==> src/rtl/instruction_fetch.sv <==
// -----------------------------------------------------------------------------
// instruction_fetch
//
// Fetch unit that streams 32-bit instruction words from a single-outstanding
// request memory port into a small first-word-fall-through buffer feeding
// decode. A branch redirect flushes the buffer and re-steers fetch. A request
// already in flight when a branch arrives is drained, and its data dropped,
// before the new stream starts.
//
// Parameters
//   RESET_PC  first fetch address after reset
//   DEPTH     instruction buffer entries (power of two, 2..16)
//
// Ports
//   clk, rst          clock, synchronous active-high reset
//   mem_req_o         read request to instruction memory
//   mem_addr_o        word-aligned read address (held until mem_ack_i)
//   mem_ack_i         single-cycle completion strobe, mem_data_i valid
//   mem_data_i        read data
//   instr_o, pc_o     head-of-buffer instruction and its fetch address
//   instr_valid_o     buffer is non-empty
//   instr_ready_i     decode accepts the head entry this cycle
//   branch_i          redirect request
//   branch_target_i   redirect address (bits [1:0] ignored)
// -----------------------------------------------------------------------------
module instruction_fetch #(
    parameter logic [31:0] RESET_PC = 32'h0000_0000,
    parameter int          DEPTH    = 4
) (
    input  logic        clk,
    input  logic        rst,
    output logic        mem_req_o,
    output logic [31:0] mem_addr_o,
    input  logic        mem_ack_i,
    input  logic [31:0] mem_data_i,
    output logic [31:0] instr_o,
    output logic [31:0] pc_o,
    output logic        instr_valid_o,
    input  logic        instr_ready_i,
    input  logic        branch_i,
    input  logic [31:0] branch_target_i
);

    localparam int          AW      = (DEPTH > 1) ? $clog2(DEPTH) : 1;
    localparam int          CW      = $clog2(DEPTH + 1);
    localparam logic [CW-1:0] DEPTH_C = CW'(DEPTH);
    localparam logic [31:0] NOP_INSTR = 32'hE320_F000;

    typedef enum logic [1:0] {
        IDLE  = 2'd0,
        REQ   = 2'd1,
        DRAIN = 2'd2
    } state_t;

    state_t          state_reg, state_next;
    logic [31:0]     fetch_pc_reg, fetch_pc_next;
    logic [31:0]     stale_addr_reg, stale_addr_next;
    logic [CW-1:0]   count_reg, count_next;
    logic [AW-1:0]   wr_ptr_reg, rd_ptr_reg;

    logic [31:0]     instr_mem [DEPTH];
    logic [31:0]     pc_mem    [DEPTH];

    logic            push;
    logic            pop;
    logic [CW-1:0]   count_after_pop;
    logic [31:0]     branch_pc;

    assign branch_pc       = branch_target_i & ~32'h3;
    assign instr_valid_o   = (count_reg != '0);
    // A branch in the same cycle wins over decode's handshake.
    assign pop             = instr_valid_o && instr_ready_i && !branch_i;
    assign count_after_pop = count_reg - CW'(pop);

    // Head of the buffer is read combinationally so that data acked in
    // cycle N is visible to decode in cycle N+1.
    assign instr_o = instr_valid_o ? instr_mem[rd_ptr_reg] : NOP_INSTR;
    assign pc_o    = instr_valid_o ? pc_mem[rd_ptr_reg]    : 32'h0;

    assign mem_req_o = (state_reg != IDLE);

    always_comb begin
        mem_addr_o = 32'h0;
        case (state_reg)
            REQ:     mem_addr_o = fetch_pc_reg;
            DRAIN:   mem_addr_o = stale_addr_reg;
            default: mem_addr_o = 32'h0;
        endcase
    end

    // Next-state logic
    always_comb begin
        state_next      = state_reg;
        fetch_pc_next   = fetch_pc_reg;
        stale_addr_next = stale_addr_reg;
        push            = 1'b0;

        case (state_reg)
            IDLE: begin
                if (branch_i) begin
                    fetch_pc_next = branch_pc;
                    state_next    = REQ;
                end else if (count_after_pop < DEPTH_C) begin
                    state_next = REQ;
                end
            end
            REQ: begin
                if (branch_i) begin
                    fetch_pc_next = branch_pc;
                    if (mem_ack_i) begin
                        // Returning data belongs to the old stream; drop it.
                        state_next = REQ;
                    end else begin
                        // Keep presenting the in-flight address until it acks.
                        stale_addr_next = fetch_pc_reg;
                        state_next      = DRAIN;
                    end
                end else if (mem_ack_i) begin
                    push          = 1'b1;
                    fetch_pc_next = fetch_pc_reg + 32'd4;
                    // Stop requesting once this push fills the buffer.
                    if ((count_after_pop + CW'(1)) < DEPTH_C)
                        state_next = REQ;
                    else
                        state_next = IDLE;
                end
            end
            DRAIN: begin
                if (branch_i)
                    fetch_pc_next = branch_pc;
                if (mem_ack_i)
                    state_next = REQ;
            end
            default: state_next = IDLE;
        endcase
    end

    always_comb begin
        count_next = count_reg;
        if (branch_i)
            count_next = '0;
        else
            count_next = count_after_pop + CW'(push);
    end

    always_ff @(posedge clk) begin
        if (rst) begin
            state_reg      <= IDLE;
            fetch_pc_reg   <= RESET_PC;
            stale_addr_reg <= 32'h0;
            count_reg      <= '0;
            wr_ptr_reg     <= '0;
            rd_ptr_reg     <= '0;
        end else begin
            state_reg      <= state_next;
            fetch_pc_reg   <= fetch_pc_next;
            stale_addr_reg <= stale_addr_next;
            count_reg      <= count_next;
            if (branch_i) begin
                wr_ptr_reg <= '0;
                rd_ptr_reg <= '0;
            end else begin
                if (push)
                    wr_ptr_reg <= wr_ptr_reg + AW'(1);
                if (pop)
                    rd_ptr_reg <= rd_ptr_reg + AW'(1);
            end
        end
    end

    // Buffer storage; contents need no reset since count gates visibility.
    always_ff @(posedge clk) begin
        if (push && !rst) begin
            instr_mem[wr_ptr_reg] <= mem_data_i;
            pc_mem[wr_ptr_reg]    <= fetch_pc_reg;
        end
    end

endmodule

==> config.mk <==
export PLATFORM = sky130hd
export DESIGN_NAME = instruction_fetch
export DESIGN_NICKNAME = d
export VERILOG_FILES = /design/src/rtl/instruction_fetch.sv
export SDC_FILE = /design/constraint.sdc
export NUM_CORES = 1
export LEC_CHECK = 0
export ABC_AREA = 1
export BUFFER_PORTS_ARGS = -buffer_cell sky130_fd_sc_hd__buf_2
export CORE_MARGIN = 4
export CORE_UTILIZATION = 24
export CTS_CLUSTER_SIZE = 10
export DETAILED_ROUTE_END_ITERATION = 8
export GPL_TIMING_DRIVEN = 0
export HOLD_SLACK_MARGIN = 0.05
export SYNTH_ARGS = -nofsm -noshare
export SYNTH_HDL_FRONTEND = slang
export SYNTH_SLANG_ARGS = --single-unit
==> constraint.sdc <==
create_clock -name clk -period 5.9 [get_ports clk]
set_input_delay 0 -clock clk [delete_from_list [all_inputs] [get_ports clk]]
set_output_delay 0 -clock clk [all_outputs]
set_load 0.05 [all_outputs]
==> run metrics, run 1 <==
Routed WL per cell=about 17 µm; via count=approximately 12,000; routing usage on met3=around 2.5%; Critical Path Max Stage Delay=1010 ps; CP endpoint kind=flip-flop; yosys warns=0; Syn Area/Cell=between 9 and 10 µm²; Fin Clk Skew=14.5 ps; GRT Max-Usage Layer=met2; Buf+Inv Stages, Crit Path=0; Post-Synth Simple-Gate Area=approximately a fifth; Max Cap Violations=0; minimum clock period=between 3000 and 4000 ps; synthesis-stage register bit count=about 320; largest family of logic cells by synthesized area=simple AND/OR/NAND/NOR gates; largest net degree at the start of global routing=28; Data required, critical path=6290 ps; # rows=87; GPL Wtd Cong=between 0.8 and 0.9; height of the die=about 250 µm; ANT cells=0; sequential power share=50.0%; Post-CTS Setup Inserts=0; CTS clk-pin slew, worst paths=50 ps; sw frac=about a quarter; Final nets=between 1,500 and 2,000; Adder-Cell Fraction of Synth Area=around 1.2%; Post-route DRC=0; CP max FO=9; Synth Area in Compound Gates=11.7%; Final ANT Viol Nets=0; worst vdd ir=0.157 mV; Crit path max-delay family=simple AND/OR/NAND/NOR gates; EDFF count, synth=roughly 250; GR Overflow Total=0; CTS tree=yes; Clock Path Buffers=3; most used cell, CP=nand2_1; Async SR Flop Fraction=0%; initial antenna violation count=0; PwrDens=291 nW/µm²; layout cell share with drive strength beyond 1=between 10% and 20%; Leakage=around 0.0064 µW; mux cell area share after synthesis=0%; Top Registers=instr_mem: 128 flops, pc_mem: 120 flops; max-slew violations=0; Post-Route Utilization=31.1%; Hold Crit Class=input pin to flip-flop; DPL Wire Length=~30 mm; Root Driver=clkbuf_16; crit path cell chain=nor3_2 > nor2_1 > ha_1 > ha_1 > nand2_1 > nand2_1 > o31ai_1 > nor2_1 > nand2_1 > a21oi_1; Startpoint Class=flip-flop; H-tree depth=2; met1 Usage GRT=18.8%; Int Pwr=slightly below 4000 µW; FMAX=324 MHz; Final Hold Vio Count=0; Initial DRT Pass Iterations=5; worst-skew pair later-pin latency=between 500 and 600 ps; vias in the first global route=11,218; post-CTS sizing=0; Slowest-stage cell, CP=nor3_2; clk sinks=around 320; first-pass GRT wire length=about 66 mm; worst path arrival time=~3500 ps; Initial Util=~24%; RSZ-0062 raised after global routing=no; port buffer count=159; Post-Synthesis Cells=about 1,500; Synth Flop Type=edfxtp_1; slew margin rel.=~15%; Cell Area, Synth=roughly 14,000 µm²; I/O Pins=between 150 and 200; Worst-Margin Slew=~1300 ps; TNS Setup=0 ps; Overall Global Routing Usage=around 13%; commonest non-fill, non-tap cell in the layout=nor2_1; worst setup path class=flip-flop to flip-flop; outcome=finished clean; Die Wd=249 µm; share of total power in combinational logic=around 8.7%; CTS Buf Count=38; fin crit share=between 50 and 60%; Global Route met2 Usage=21.1%; Setup violations, final=0; CORE AREA=between 50,000 and 60,000 µm²; DRT iter0 DRCs=just under 1,000; total routed wirelength=43.8 mm; Seq/Total Area, Yosys=63.8%; Biggest register=instr_mem; vias per cell=4.60; commonest non-fill, non-tap cells in the layout=nor2_1 (340), nand2_1 (274), edfxtp_1 (248); max FFs per register=128; DIE AREA=~62,000 µm²; Synth Area in XOR/XNOR=0%; Layout area overhead=27.0%; Net Sw Power=1290 µW; Cell variety after synth=31; Clock power frac=about two fifths
==> worst reg2reg max path, cell delays in order, from the launching register on <==
cell     delay (ps)
dfxtp_1         330
nor3_2         1010
nor2_1          280
ha_1            290
ha_1            190
nand2_1          90
nand2_1         120
o31ai_1         370
nor2_1          110
nand2_1          90
a21oi_1          60
==> routing by layer <==
metal,vias up,wire length [µm]
li1,5529,-
met1,5487,19000
met2,512,19500
met3,79,3820
met4,0,1450
met5,-,0
==> synthesized netlist by cell type (2+ instances only) <==
master / n / area share (%)
nand2_1: 274 / 7.4
o21ai_0: 141 / 5.1
or2_2: 2 / 0.090
nand3_1: 35 / 1.3
nor3_1: 2 / 0.072
dfxtp_1: 71 / 10
nor2_2: 5 / 0.22
nor2_1: 344 / 9.3
o21ai_1: 4 / 0.14
a21oi_1: 152 / 5.5
clkbuf_1: 51 / 1.4
buf_4: 6 / 0.32
inv_2: 8 / 0.22
ha_1: 13 / 1.2
buf_1: 3 / 0.081
buf_2: 25 / 0.90
o311ai_0: 10 / 0.63
edfxtp_1: 248 / 54
or2_0: 2 / 0.090
nand4_1: 6 / 0.27
inv_1: 58 / 1.6
==> final cells by class <==
class,instances,area [µm²]
flip-flops and latches,319,8870
clock inverters,6,96.3
multi-input cells,1002,4440
fillers,5894,39200
inverters,66,248
well taps,756,946
repair buffers,240,1690
clock buffers,46,981
plain buffers,86,384
==> cell families (layout without fill, tap and decap cells) <==
group	after synthesis	in the layout
flip-flops	319	319
AND/OR/NAND/NOR	672	672
AO/OA/AOI/OAI	313	313
buffers and inverters	152	444
other	1	4
adder cells (fa/ha/maj)	13	13
==> stage by stage <==
stage	hold slack, ps	std cells	total power, µW	worst slack (ps)	instance area (µm²)
3_5_place_dp	220	2396	3010	2890	15900
4_1_cts	195	2521	5180	2810	17700
2_1_floorplan	98.9	1473	2840	1730	13900
3_3_place_gp	212	2388	3000	-722	15700
5_1_grt	209	2521	5330	2680	17700
6_report	220	2521	5140	2810	17700
==> power groups by stage <==
stage,sequential [µW],combinational [µW],clock [µW]
6_report,2570,446,2120
4_1_cts,2570,443,2170
3_3_place_gp,2610,390,0
2_1_floorplan,2570,267,0
3_5_place_dp,2610,399,0
5_1_grt,2580,488,2260
==> worst paths after layout <==
path | from | endpoint | slack [ps] | cells after the start
max reg2reg | count_reg[2]$_SDFF_PP0_ | state_reg[0]$_SDFFE_PP0P_ | 2810 | 10
min | mem_data_i[8] | instr_mem[1][8]$_DFFE_PP_ | 220 | 2
max | count_reg[2]$_SDFF_PP0_ | state_reg[0]$_SDFFE_PP0P_ | 2810 | 10
min reg2reg | stale_addr_reg[5]$_SDFFE_PP0P_ | stale_addr_reg[5]$_SDFFE_PP0P_ | 460 | 2
==> repair_timing <==
action                                  in CTS  in global routing
endpoints found under the hold margin      171                  0
hold buffers                                73                  0
endpoints found under the setup margin       0                  0
Note: power is estimated with default switching activity, not from simulation.
==> run 2, diff against run 1 <==
==> constraint.sdc (replaced) <==
create_clock -name clk -period 2.72 [get_ports clk]
set_input_delay 0 -clock clk [delete_from_list [all_inputs] [get_ports clk]]
set_output_delay 0 -clock clk [all_outputs]
set_load 0.05 [all_outputs]
==> run metrics, run 2 (synthesized netlist as in run 1, its figures left out) <==
outcome=finished clean; slew margin rel.=55.0% (+40 points); GR Overflow Total=0 (unchanged); Post-route DRC=0 (unchanged); CTS tree=yes; clk sinks=319 (unchanged); H-tree depth=2 (unchanged); Worst R2R Setup Slack=170 ps (-2640 ps); Final ANT Viol Nets=0 (unchanged); max-slew violations=0 (unchanged); vias per cell=4.61 (about the same); fin crit share=96.4%; TNS Setup=0 ps (unchanged); largest net degree at the start of global routing=28 (unchanged); commonest non-fill, non-tap cell in the layout=nor2_1; RSZ-0062 raised after global routing=no; Fin Clk Skew=16.6 ps (+2.16 ps); first-pass GRT wire length=65.5 mm (-0.82%); GRT Max-Usage Layer=met2; crit path cell chain=buf_2 > inv_2 > buf_2 > buf_2 > nor2_1 > o311ai_1 > buf_2; # rows=87 (unchanged); Routed WL per cell=17.2 µm (-0.74%); CORE AREA=56,800 µm² (unchanged); Clock Path Buffers=3 (unchanged); Layout area overhead=29.1%; placed cells=2,396 (unchanged); total routed wirelength=43.9 mm (+0.21%); Initial Util=24.5% (unchanged); DIE AREA=61,800 µm² (unchanged); most used cell, CP=buf_2; height of the die=249 µm (unchanged); Buf+Inv Stages, Crit Path=5 (+5); Global Route met2 Usage=21.7% (+0.54 points); Critical Path Max Stage Delay=420 ps (-590 ps); Leakage=0.00651 µW (+2.3%); DRT iter0 DRCs=928 (-3.9%); via count=11,724 (+1.0%); Die Wd=249 µm (unchanged); max FFs per register=128 (unchanged); layout cell share with drive strength beyond 1=16.5% (+1.6 points); I/O Pins=167 (unchanged); Setup WS pre-CTS=-392 ps (-3280 ps); DPL Wire Length=29.8 mm (-0.74%); Root Driver=clkbuf_16; Overall Power=11,200 µW (+120%); routing usage on met3=2.49% (-0.063 points); commonest non-fill, non-tap cells in the layout=nor2_1 (339), nand2_1 (274), edfxtp_1 (248); worst-skew pair later-pin latency=540 ps (about the same); Final nets=1,855 (+1.1%); register area=8870 µm² (about the same); Slowest-stage cell, CP=o311ai_1; Final Hold Vio Count=0 (unchanged); PwrDens=623 nW/µm² (+110%); slack of the critical path=99.0 ps (-2710 ps); FMAX=382 MHz; worst vdd ir=0.388 mV (+150%); Initial DRT Pass Iterations=6 (+1); worst path arrival time=2620 ps (-860 ps); Multi-input gate area=4470 µm² (+0.56%); CP max FO=10 (+1); Startpoint Class=flip-flop; CP endpoint kind=primary output; CTS clk-pin slew, worst paths=60 ps (about the same); Top Registers=instr_mem: 128 flops, pc_mem: 120 flops; Max Cap Violations=0 (unchanged); Overall Global Routing Usage=13.4% (-0.13 points); CTS Buf Count=39 (+2.6%); GPL Wtd Cong=0.865 (-2.3%); Data required, critical path=2720 ps (-3570 ps); initial antenna violation count=0 (unchanged); Fill cells=5,843 (-0.87%); ANT cells=0 (unchanged); Worst-Margin Slew=676 ps (-593 ps); Biggest register=instr_mem; vias in the first global route=10,981 (-2.1%); worst setup path class=flip-flop to primary output; minimum clock period=around 2600 ps; Crit path max-delay family=buffers and inverters; port buffer count=159 (unchanged); met1 Usage GRT=18.7% (-0.13 points); Setup violations, final=0 (unchanged); Layout Cells excl Fill=2,545 (+0.95%); Hold Crit Class=input pin to flip-flop
-- run 2: cell count changes in the layout (fill, tap and decap cells not counted), sizes merged --
| cell | delta |
|---|---|
| bufinv | -1 |
| inv | -2 |
| dlygate4sd3 | +1 |
| clkinv | +5 |
| buf | +16 |
| clkbuf | +5 |
-- run 2: final timing paths --
kind,cells past startpoint,to,start
worst min register to register,2,stale_addr_reg[22]$_SDFFE_PP0P_,stale_addr_reg[22]$_SDFFE_PP0P_
worst min-delay path,2,instr_mem[0][25]$_DFFE_PP_,mem_data_i[25]
worst max-delay path,7,instr_o[12],flip-flop
worst max register to register,10,fetch_pc_reg[8]$_SDFFE_PP0P_,state_reg[0]$_SDFFE_PP0P_
-- run 2: cell type report --
class	count	area share, %
plain buffers	85	2.21
clock buffers	49	5.76
clock inverters	8	0.425
inverters	66	1.38
multi-input cells	1002	24.9
flip-flops and latches	319	49.4
well taps	756	5.27
repair buffers	260	10.6
-- run 2: through the flow --
step	hold slack, ps	area (µm²)	utilization (%)
global route	202	17900	31.6
finish	220	17900	31.6
CTS	185	17800	31.3
global placement	210	15700	27.6
detailed placement	223	15800	27.9
floorplan	98.9	13900	-
-- run 2: what timing repair did --
item                       CTS  global route
setup endpoints to repair  111           159
cloned                       0             0
gates resized for setup      7            11
buffers inserted             4            15
hold buffers                74             0
hold endpoints to repair   171             0
pin swaps                    1             4
-- run 2: where the power goes --
part / internal [µW] / leakage [µW] / switching, µW
logic: 326 / 0.00315 / 657
registers: 5380 / 0.00283 / 199
clock network: 2670 / 0.000540 / 1960
total: 8370 / 0.00651 / 2810
-- run 2: metal layers --
| metal | part of all wire [%] | wire, µm |
|---|---|---|
| met5 | 0 | 0 |
| met4 | 1.8 | 802 |
| met3 | 8.1 | 3560 |
| met2 | 46 | 20100 |
| met1 | 44 | 19400 |
